### config.mk
export PLATFORM = sky130hd
export DESIGN_NAME = ser_xmt
export DESIGN_NICKNAME = d
export VERILOG_FILES = /design/src/rtl/ser_xmt.sv
export SDC_FILE = /design/constraint.sdc
export NUM_CORES = 1
export LEC_CHECK = 0
export CORE_MARGIN = 10
export CORE_UTILIZATION = 54
export CTS_CLUSTER_SIZE = 8
export DETAILED_ROUTE_END_ITERATION = 16
export PLACE_DENSITY = 0.76
export REMOVE_ABC_BUFFERS = 1
export SKIP_CTS_REPAIR_TIMING = 1
export SLEW_MARGIN = 20
export SYNTH_ARGS = -nofsm -noshare
export SYNTH_HDL_FRONTEND = slang
export SYNTH_SLANG_ARGS = --single-unit
### constraint.sdc
create_clock -name clk -period 3.2 [get_ports clk]
set_clock_uncertainty 0.15 [all_clocks]
set_input_delay 0.48 -clock clk [delete_from_list [all_inputs] [get_ports clk]]
set_output_delay 0.48 -clock clk [all_outputs]
set_load 0.01 [all_outputs]
### src/rtl/ser_xmt.sv
// ser_xmt: serial line transmitter, byte FIFO in, async 8N1 frames out.
// Optional even parity bit when SER_XMT_PARITY_EN is defined (8E1).
//
// Parameters:
//   DEPTH      FIFO entries, power of two, >= 2
//   DEPTH_LG   log2(DEPTH), pointer width
// Ports:
//   clk         system clock, all logic on posedge
//   rst         synchronous reset, active-high
//   bit_len     clocks per serial bit, latched at each frame start (0 -> 1)
//   write       one-cycle strobe, push data_in when ready=1
//   data_in     byte to transmit
//   ready       FIFO not full (registered)
//   idle        FIFO empty and no frame on the line (registered)
//   serial_out  txd line, idle high (registered)
// Macro: SER_XMT_PARITY_EN adds a PARITY state between DATA and STOP.

module ser_xmt #(
  parameter int DEPTH    = 4,
  parameter int DEPTH_LG = 2
) (
  input  logic        clk,
  input  logic        rst,
  input  logic [15:0] bit_len,
  input  logic        write,
  input  logic [7:0]  data_in,
  output logic        ready,
  output logic        idle,
  output logic        serial_out
);

  typedef enum logic [2:0] {
    S_IDLE,
    S_START,
    S_DATA,
`ifdef SER_XMT_PARITY_EN
    S_PARITY,
`endif
    S_STOP
  } state_t;

  localparam logic [DEPTH_LG:0] FULL = (DEPTH_LG + 1)'(DEPTH);
  localparam logic [DEPTH_LG:0] CNT1 = (DEPTH_LG + 1)'(1);

  // FIFO storage and bookkeeping
  logic [7:0]          mem [DEPTH];
  logic [DEPTH_LG-1:0] wr_ptr;
  logic [DEPTH_LG-1:0] rd_ptr;
  logic [DEPTH_LG:0]   count;
  logic [DEPTH_LG:0]   count_n;
  logic                push;
  logic                pop;
  logic [7:0]          head;

  // engine state
  state_t      state;
  state_t      state_n;
  logic [7:0]  shift;
  logic [7:0]  shift_n;
  logic [2:0]  idx;
  logic [2:0]  idx_n;
  logic [15:0] tmr;
  logic [15:0] tmr_n;
  logic [15:0] len_m1;
  logic [15:0] len_m1_n;
  logic [15:0] ld_len;
  logic        tmr_end;
  logic        has_data;
  logic        line;

`ifdef SER_XMT_PARITY_EN
  logic        par;
  logic        par_n;
`endif

  // ready mirrors (count != DEPTH), so it gates writes directly
  assign push     = write & ready;
  assign head     = mem[rd_ptr];
  assign has_data = (count != '0);
  assign tmr_end  = (tmr == '0);

  // bit time for the next frame; 0 behaves like 1
  assign ld_len = (bit_len == '0) ? 16'd0
                                  : bit_len - 16'd1;

  always_comb begin
    count_n = count;
    unique case ({push, pop})
      2'b10:   count_n = count + CNT1;
      2'b01:   count_n = count - CNT1;
      default: count_n = count;
    endcase
  end

  // next-state and datapath decode
  always_comb begin
    state_n  = state;
    shift_n  = shift;
    idx_n    = idx;
    tmr_n    = tmr;
    len_m1_n = len_m1;
    pop      = 1'b0;
`ifdef SER_XMT_PARITY_EN
    par_n    = par;
`endif
    unique case (state)
      S_IDLE: begin
        if (has_data) begin
          pop      = 1'b1;
          shift_n  = head;
          len_m1_n = ld_len;
          tmr_n    = ld_len;
          state_n  = S_START;
`ifdef SER_XMT_PARITY_EN
          par_n    = ^head;
`endif
        end
      end
      S_START: begin
        if (tmr_end) begin
          tmr_n   = len_m1;
          idx_n   = 3'd0;
          state_n = S_DATA;
        end else begin
          tmr_n = tmr - 16'd1;
        end
      end
      S_DATA: begin
        if (tmr_end) begin
          tmr_n = len_m1;
          if (idx == 3'd7) begin
`ifdef SER_XMT_PARITY_EN
            state_n = S_PARITY;
`else
            state_n = S_STOP;
`endif
          end else begin
            shift_n = {1'b0, shift[7:1]};
            idx_n   = idx + 3'd1;
          end
        end else begin
          tmr_n = tmr - 16'd1;
        end
      end
`ifdef SER_XMT_PARITY_EN
      S_PARITY: begin
        if (tmr_end) begin
          tmr_n   = len_m1;
          state_n = S_STOP;
        end else begin
          tmr_n = tmr - 16'd1;
        end
      end
`endif
      S_STOP: begin
        if (tmr_end) begin
          if (has_data) begin
            // chain straight into the next frame, no idle gap
            pop      = 1'b1;
            shift_n  = head;
            len_m1_n = ld_len;
            tmr_n    = ld_len;
            state_n  = S_START;
`ifdef SER_XMT_PARITY_EN
            par_n    = ^head;
`endif
          end else begin
            state_n = S_IDLE;
          end
        end else begin
          tmr_n = tmr - 16'd1;
        end
      end
      default: state_n = S_IDLE;
    endcase
  end

  // line level for the current state, registered one cycle later
  always_comb begin
    line = 1'b1;
    unique case (state)
      S_START:  line = 1'b0;
      S_DATA:   line = shift[0];
`ifdef SER_XMT_PARITY_EN
      S_PARITY: line = par;
`endif
      default:  line = 1'b1;
    endcase
  end

  always_ff @(posedge clk) begin
    if (push) begin
      mem[wr_ptr] <= data_in;
    end
  end

  always_ff @(posedge clk) begin
    if (rst) begin
      state      <= S_IDLE;
      wr_ptr     <= '0;
      rd_ptr     <= '0;
      count      <= '0;
      shift      <= '0;
      idx        <= '0;
      tmr        <= '0;
      len_m1     <= '0;
      ready      <= 1'b1;
      idle       <= 1'b1;
      serial_out <= 1'b1;
`ifdef SER_XMT_PARITY_EN
      par        <= 1'b0;
`endif
    end else begin
      state      <= state_n;
      shift      <= shift_n;
      idx        <= idx_n;
      tmr        <= tmr_n;
      len_m1     <= len_m1_n;
      count      <= count_n;
      if (push) begin
        wr_ptr <= wr_ptr + 1'b1;
      end
      if (pop) begin
        rd_ptr <= rd_ptr + 1'b1;
      end
      ready      <= (count_n != FULL);
      idle       <= (state == S_IDLE) && !has_data;
      serial_out <= line;
`ifdef SER_XMT_PARITY_EN
      par        <= par_n;
`endif
    end
  end

endmodule

==> results of run 1 <==
[final timing paths]
check / end / slack (ns) / cells past startpoint
max reg2reg: ready$_SDFF_PP1_ / 0.07 / 11
min: idx[2]$_SDFFE_PP0P_ / 0.32 / 2
max: ready$_SDFF_PP1_ / 0.07 / 11
min reg2reg: idx[2]$_SDFFE_PP0P_ / 0.32 / 2
[final cells by class]
type                            instances  area, sq um  share of cell area (%)
Clock buffer                            9        123.9                   2.093
Tap cell                              111        138.9                   2.347
Sequential cell                        89         2105                   35.56
Inverter                               18        67.56                   1.142
Multi-Input combinational cell        395         2751                   46.49
Timing Repair Buffer                   78        658.1                   11.12
Clock inverter                          7        73.82                   1.247
[synth_stat cells (all sizes together) (5+ instances only)]
| cell type | n |
|---|---|
| dfxtp | 57 |
| nor2 | 57 |
| a21oi | 44 |
| nand2 | 38 |
| edfxtp | 32 |
| o21ai | 32 |
| clkbuf | 26 |
| nand3 | 20 |
| nor3 | 19 |
| ha | 17 |
| inv | 17 |
| nor4 | 13 |
| xnor2 | 13 |
| a211oi | 12 |
| xor2 | 12 |
| buf | 11 |
| a31oi | 10 |
| nand4 | 10 |
| mux2i | 9 |
| mux4 | 8 |
| or4 | 8 |
| and3 | 6 |
| o31ai | 6 |
| or3 | 6 |
| a221oi | 5 |
| nor3b | 5 |
[metrics by stage]
stage	hold WS (ns)	area, sq um	setup WS (ns)	total power [uW]	util [%]
detailed placement	0.3042	5690	-0.01021	5068	61.88
global route	0.3280	5918	-0.03445	6438	64.35
global placement	0.2934	5690	0.06466	4977	61.88
floorplan	0.2727	4888	-0.4210	3939	-
finish	0.3214	5918	0.06636	6006	64.35
CTS	0.3182	5888	-0.01095	5882	64.03
[placed cells by master (no fill, tap or decap), types with 4 or more instances in the layout]
| master | netlist | final |
|---|---|---|
| or4_4 | 4 | 5 |
| a211oi_1 | 9 | 9 |
| edfxtp_1 | 32 | 32 |
| inv_8 | 0 | 5 |
| mux4_2 | 8 | 8 |
| or3_1 | 6 | 6 |
| buf_4 | 2 | 49 |
| clkdlybuf4s50_1 | 0 | 29 |
| nor2_1 | 56 | 56 |
| clkbuf_8 | 0 | 9 |
| nor4_1 | 9 | 9 |
| a31oi_1 | 10 | 10 |
| nand3_1 | 20 | 20 |
| nand2_1 | 38 | 38 |
| a21oi_1 | 43 | 42 |
| xnor2_1 | 13 | 13 |
| dfxtp_1 | 57 | 55 |
| mux2i_1 | 9 | 9 |
| nand4_1 | 9 | 9 |
| ha_1 | 17 | 15 |
| xor2_1 | 12 | 12 |
| and3_1 | 6 | 6 |
| a221oi_1 | 4 | 4 |
| inv_1 | 17 | 15 |
| nor3b_1 | 5 | 5 |
| o211ai_1 | 4 | 4 |
| o31ai_1 | 5 | 5 |
| o21ai_0 | 32 | 32 |
| nor3_1 | 18 | 17 |
[kinds of logic (layout without fill, tap and decap cells)]
family          Yosys count  in the layout  share of synthesized area [%]
xor+xnor                 25             25                          4.319
mux                      17             17                          5.331
flops                    89             89                          41.46
compound gates          142            142                          18.95
buf+inv                  55            112                          4.911
simple gates            193            193                          20.43
fa+ha+maj                18             18                          4.590
[power by group]
group          switching, uW  internal, uW
clock network            489           314
registers                207          1470
logic                   2120          1410
[registers in the layout, summed over array words and instances (netlist names), named ones only]
register,count
len_m1,16
ready,1
state,2
idx,3
count,3
idle,1
serial_out,1
wr_ptr,2
rd_ptr,2
tmr,16
mem,32
shift,8
[worst min-delay path, cell delays in order (launching register included)]
cell and delay, ns:
dfxtp_1 0.33, nand2_1 0.05, a21oi_1 0.05
[routing by layer]
layer | GRT usage [%] | up-vias
met2 | 31.65 | 196
li1 | - | 2117
met4 | 7.908 | 0
met5 | 0 | -
met3 | 4.332 | 28
met1 | 27.28 | 2137
==> summary.txt, run 1 <==
diode count: 0
Crit. End Element: flip-flop
Pwr Density: 1015 mW/mm^2
status: completed
syn avg cell area: 9.406 sq um
CP required: 3.33 ns
Critical R2R Launch: tmr[10]$_SDFFE_PP0P_
Clock Latency Late Sink: 0.37 ns
Hold Vio Cnt, Final: 0
1st-iter DRT viols: 501
GR Overflow Total: 0
CP cell instances: or4_4, nor4_4, a21oi_2, nor3_2, ha_2, inv_1, fa_2, xor2_1, or3_1, a21oi_2, nand2_1
first-pass GRT wire length: 21.98 mm
core area: 0.009196 sq mm
synthesized area: 0.005070 sq mm
Crit Path Category: reg2reg
Critical Path Source: tmr[10]$_SDFFE_PP0P_
ranking of synthesized cells by area: dfxtp_1, edfxtp_1, a21oi_1
Leak: 0.002155 uW
Slew HR: 33.96%
hold path startpoint: idx[2]$_SDFFE_PP0P_
fin nets: 636
setup TNS: 0 ns
H-tree depth: 3
Routed WL per cell: 19.05 um
Worst-path clk slew: 0.10 ns
vias in the first global route: 4,350
Synth top area share: 22.51%
Tcrit/Tclk final: 97.93%
Worst path max stage delay: 0.59 ns
boundary pin count: 30
top sig layer: met4
initial antenna violation count: 0
Crit path top cell by count: a21oi_2
met3 wire length: 1.137 mm
DP HPWL: 9.698 mm
Die Ht: 116.9 um
routed wl met2: 6.104 mm
worst path bufs/invs: 1
die area: 0.01366 sq mm
layout cell share with drive strength beyond 1: 17.95%
clk sink count: 89
met1 wire length: 5.961 mm
CP Launch Type: flip-flop
CP Max Fanout: 3
Final Max Slew Viols: 0
dpl cells: 691
drt drc: 0
Pre-Repair DR Iteration Count: 5
cells after synthesis: 539
Max IR drop VDD: 0.4680 mV
CP max stage cell: or4_4
pin count of the biggest net entering global routing: 27
HP Class: reg2reg
Routed WL: 13.47 mm
DR vias/cell: 6.334
yosys warns: 0
Most used DFF post-synth: dfxtp_1
clk root buf: clkbuf_8
Die Width: 116.9 um
Final Wtd Congestion: 0.9134
FILL cells: 754
area grow syn2layout: 16.73%
Cell variety after synth: 72
MaxCap Viol Count: 0
cell accounting for the most synthesized area: dfxtp_1
Peak Freq: 319.1 MHz
Num CTS Buffers: 9
CP delay by family, top: simple AND/OR/NAND/NOR gates
final setup vio count: 0
cell row count: 35
Worst Tran Pin Value: 0.9907 ns
Initial Util: 55.13%
vias: 4,478
IO Port Bufs: 29
CTS tree: done
register area share after synthesis: 41.46%
Post-Layout Cell Count: 707
count of state elements after synthesis: 89
Routed Antenna Nets: 0
Overall Global Routing Usage: 20.41%
arrival time worst endpoint: 3.26 ns
Post-synth EDFFs: 32
Period minus WS final: 3.134 ns
fraction of registers with async set/reset: 0%
Max Root-Sink Buffers: 2
(Power assumes the default switching activity.)
==> run 2, diff against run 1 <==
Settings changed: CORE_MARGIN 10 to 5.
==> run 2 against run 1 <==
Power rose by 1.2%. Clock power fell by 2%. The flow now finishes with violations (setup timing). Sequential cell count did not move. Hold slack got worse by 0.0044 ns. First-iteration DRC count fell by 22%. Clock-buffer cell count did not move. Worst setup slack got worse by 0.13 ns. Register-to-register slack got worse by 0.13 ns. Cell area fell by 0.15%. Critical endpoint unchanged.
==> summary.txt, run 2 (synthesis gave the netlist of run 1 again) <==
core area: 0.009196 sq mm (unchanged)
hold path startpoint: idx[1]$_SDFFE_PP0P_
max reg flops: 32 (unchanged)
pin count of the biggest net entering global routing: 44 (+63%)
cell row count: 35 (unchanged)
Routed Antenna Nets: 0 (unchanged)
Final WS setup: -0.06490 ns (-0.1313 ns)
Max IR drop VDD: 0.4689 mV (+0.19%)
met1 wire length: 5.665 mm (-5.0%)
CP Max Fanout: 2 (-1)
Post-Layout Cell Count: 704 (-0.42%)
drt drc: 0 (unchanged)
Overall Global Routing Usage: 24.56% (+4.2 points)
Final Wtd Congestion: 0.9473 (+3.7%)
Tcrit/Tclk final: 102.0% (+4.1 points)
Hold Vio Cnt, Final: 0 (unchanged)
1st-iter DRT viols: 391 (-22%)
arrival time worst endpoint: 3.38 ns (+0.12 ns)
Comb pwr share: 59.4% (+0.8 points)
Crit Path Category: reg2reg
top sig layer: met4
IO Port Bufs: 29 (unchanged)
clk sink count: 89 (unchanged)
DP HPWL: 9.797 mm (+1.0%)
MaxCap Viol Count: 0 (unchanged)
GR Overflow Total: 0 (unchanged)
Die Ht: 106.9 um (-8.6%)
Pwr Density: 1029 mW/mm^2 (+1.4%)
Top Registers: mem: 32 flops, len_m1: 16 flops, tmr: 16 flops
Power, Total: 6080 uW (+1.2%)
Worst Tran Pin Value: 0.8872 ns (-0.1035 ns)
Crit. End Element: flip-flop
vias: 4,544 (+1.5%)
dpl cells: 688 (-0.43%)
Final Max Slew Viols: 0 (unchanged)
Sw Ratio: 47.13% (+0.31 points)
Routed WL per cell: 19.27 um (+1.2%)
initial antenna violation count: 0 (unchanged)
CP required: 3.32 ns (about the same)
Routed WL: 13.57 mm (+0.74%)
first-pass GRT wire length: 22.24 mm (+1.2%)
final setup vio count: 1 (+1)
Die Width: 106.9 um (-8.6%)
unrepaired setup endpoints after global routing: true
FILL cells: 741 (-1.7%)
Slew HR: 40.73% (+6.8 points)
Worst-path clk slew: 0.10 ns (about the same)
routed wl met2: 6.241 mm (+2.2%)
boundary pin count: 30 (unchanged)
clk root buf: clkbuf_8
CP Launch Type: flip-flop
Switching Power: 2865 uW (+1.9%)
Max Root-Sink Buffers: 2 (unchanged)
diode count: 0 (unchanged)
most frequent cells in the layout: nor2_1, dfxtp_1, buf_4
Leak: 0.002144 uW (-0.50%)
die area: 0.01143 sq mm (-16%)
HP Class: reg2reg
Critical Path Source: tmr[6]$_SDFFE_PP0P_
CTS tree: done
vias in the first global route: 4,372 (+0.51%)
failing checks: setup timing
status: complete, but fails checks
layout cell share with drive strength beyond 1: 18.04% (+0.091 points)
met3 wire length: 1.341 mm (+18%)
Flop pwr share: 27.6% (-0.4 points)
Pre-Repair DR Iteration Count: 7 (+2)
clock network power share: 12.9% (-0.5 points)
DR vias/cell: 6.455 (+1.9%)
Internal Dissipation: 3214 uW (+0.63%)
area grow syn2layout: 16.56%
Num CTS Buffers: 9 (unchanged)
Peak Freq: 306.3 MHz (-4.0%)
Initial Util: 55.13% (unchanged)
Critical R2R Launch: tmr[6]$_SDFFE_PP0P_
fin nets: 633 (-0.47%)
H-tree depth: 3 (unchanged)
commonest non-fill, non-tap cell in the layout: nor2_1
Reg with most FFs: mem
Clock Latency Late Sink: 0.37 ns (about the same)
Period minus WS final: 3.265 ns (+0.1313 ns)
run 2: cell count changes in the layout (fill, tap and decap cells not counted), sizes merged:
cell and delta:
buf -3
run 2: path summary, 6_finish.rpt:
| check | end | cells after the start | slack, ns |
|---|---|---|---|
| max | ready$_SDFF_PP1_ | 11 | -0.06 |
| min reg2reg | idx[1]$_SDFFE_PP0P_ | 2 | 0.32 |
| min | idx[1]$_SDFFE_PP0P_ | 2 | 0.32 |
| max reg2reg | ready$_SDFF_PP1_ | 11 | -0.06 |
run 2: power by group through the flow:
stage	Sequential (uW)	Clock (uW)	Combinational, uW
6_report	1680	786	3610
5_1_grt	1710	848	3920
4_1_cts	1670	790	3440
3_5_place_dp	1690	0	3410
3_3_place_gp	1670	0	3310
2_1_floorplan	1700	0	2240
run 2: layer usage:
layer / up-vias / GRT usage, %
li1: 2119 / -
met1: 2128 / 33.67
met2: 261 / 38.62
met3: 36 / 5.418
met4: 0 / 8.219
met5: - / 0
run 2: critical path, cell delays in order (launching register included):
cell	delay (ns)
dfxtp_2	0.33
or4_4	0.57
nor4_4	0.35
a21oi_2	0.13
nor3_2	0.26
ha_2	0.24
inv_2	0.04
fa_2	0.35
xor2_1	0.17
or3_4	0.39
a21oi_4	0.13
nand2_1	0.06
run 2: per-stage QoR:
stage	area (sq um)	utilization, %	setup TNS [ns]	hold slack, ns	setup slack [ns]
final	5909	64.26	-0.06490	0.3170	-0.06490
after global routing	5909	64.26	-0.2456	0.3361	-0.1812
after detailed placement	5668	61.63	-0.08312	0.3035	-0.08312
after CTS	5866	63.78	-0.1286	0.3154	-0.1072
after global placement	5668	61.63	0	0.2930	0.05077
after floorplan	4888	-	-0.8193	0.2727	-0.4210
run 2: layout make-up:
class                      instances  area, sq um  area share (%)
timing repair buffer              75        635.6           10.76
clock buffer                       9        123.9           2.096
multi-input combinational        395         2764           46.77
clock inverter                     7        73.82           1.249
sequential                        89         2106           35.63
tap                              111        138.9           2.350
inverter                          18        67.56           1.143
==> run 3, diff against run 2 <==
Settings changed: SLEW_MARGIN 20 to 25.
==> results of run 3 <==
No change in the layout: final DEF, timing and power equal those of run 2.
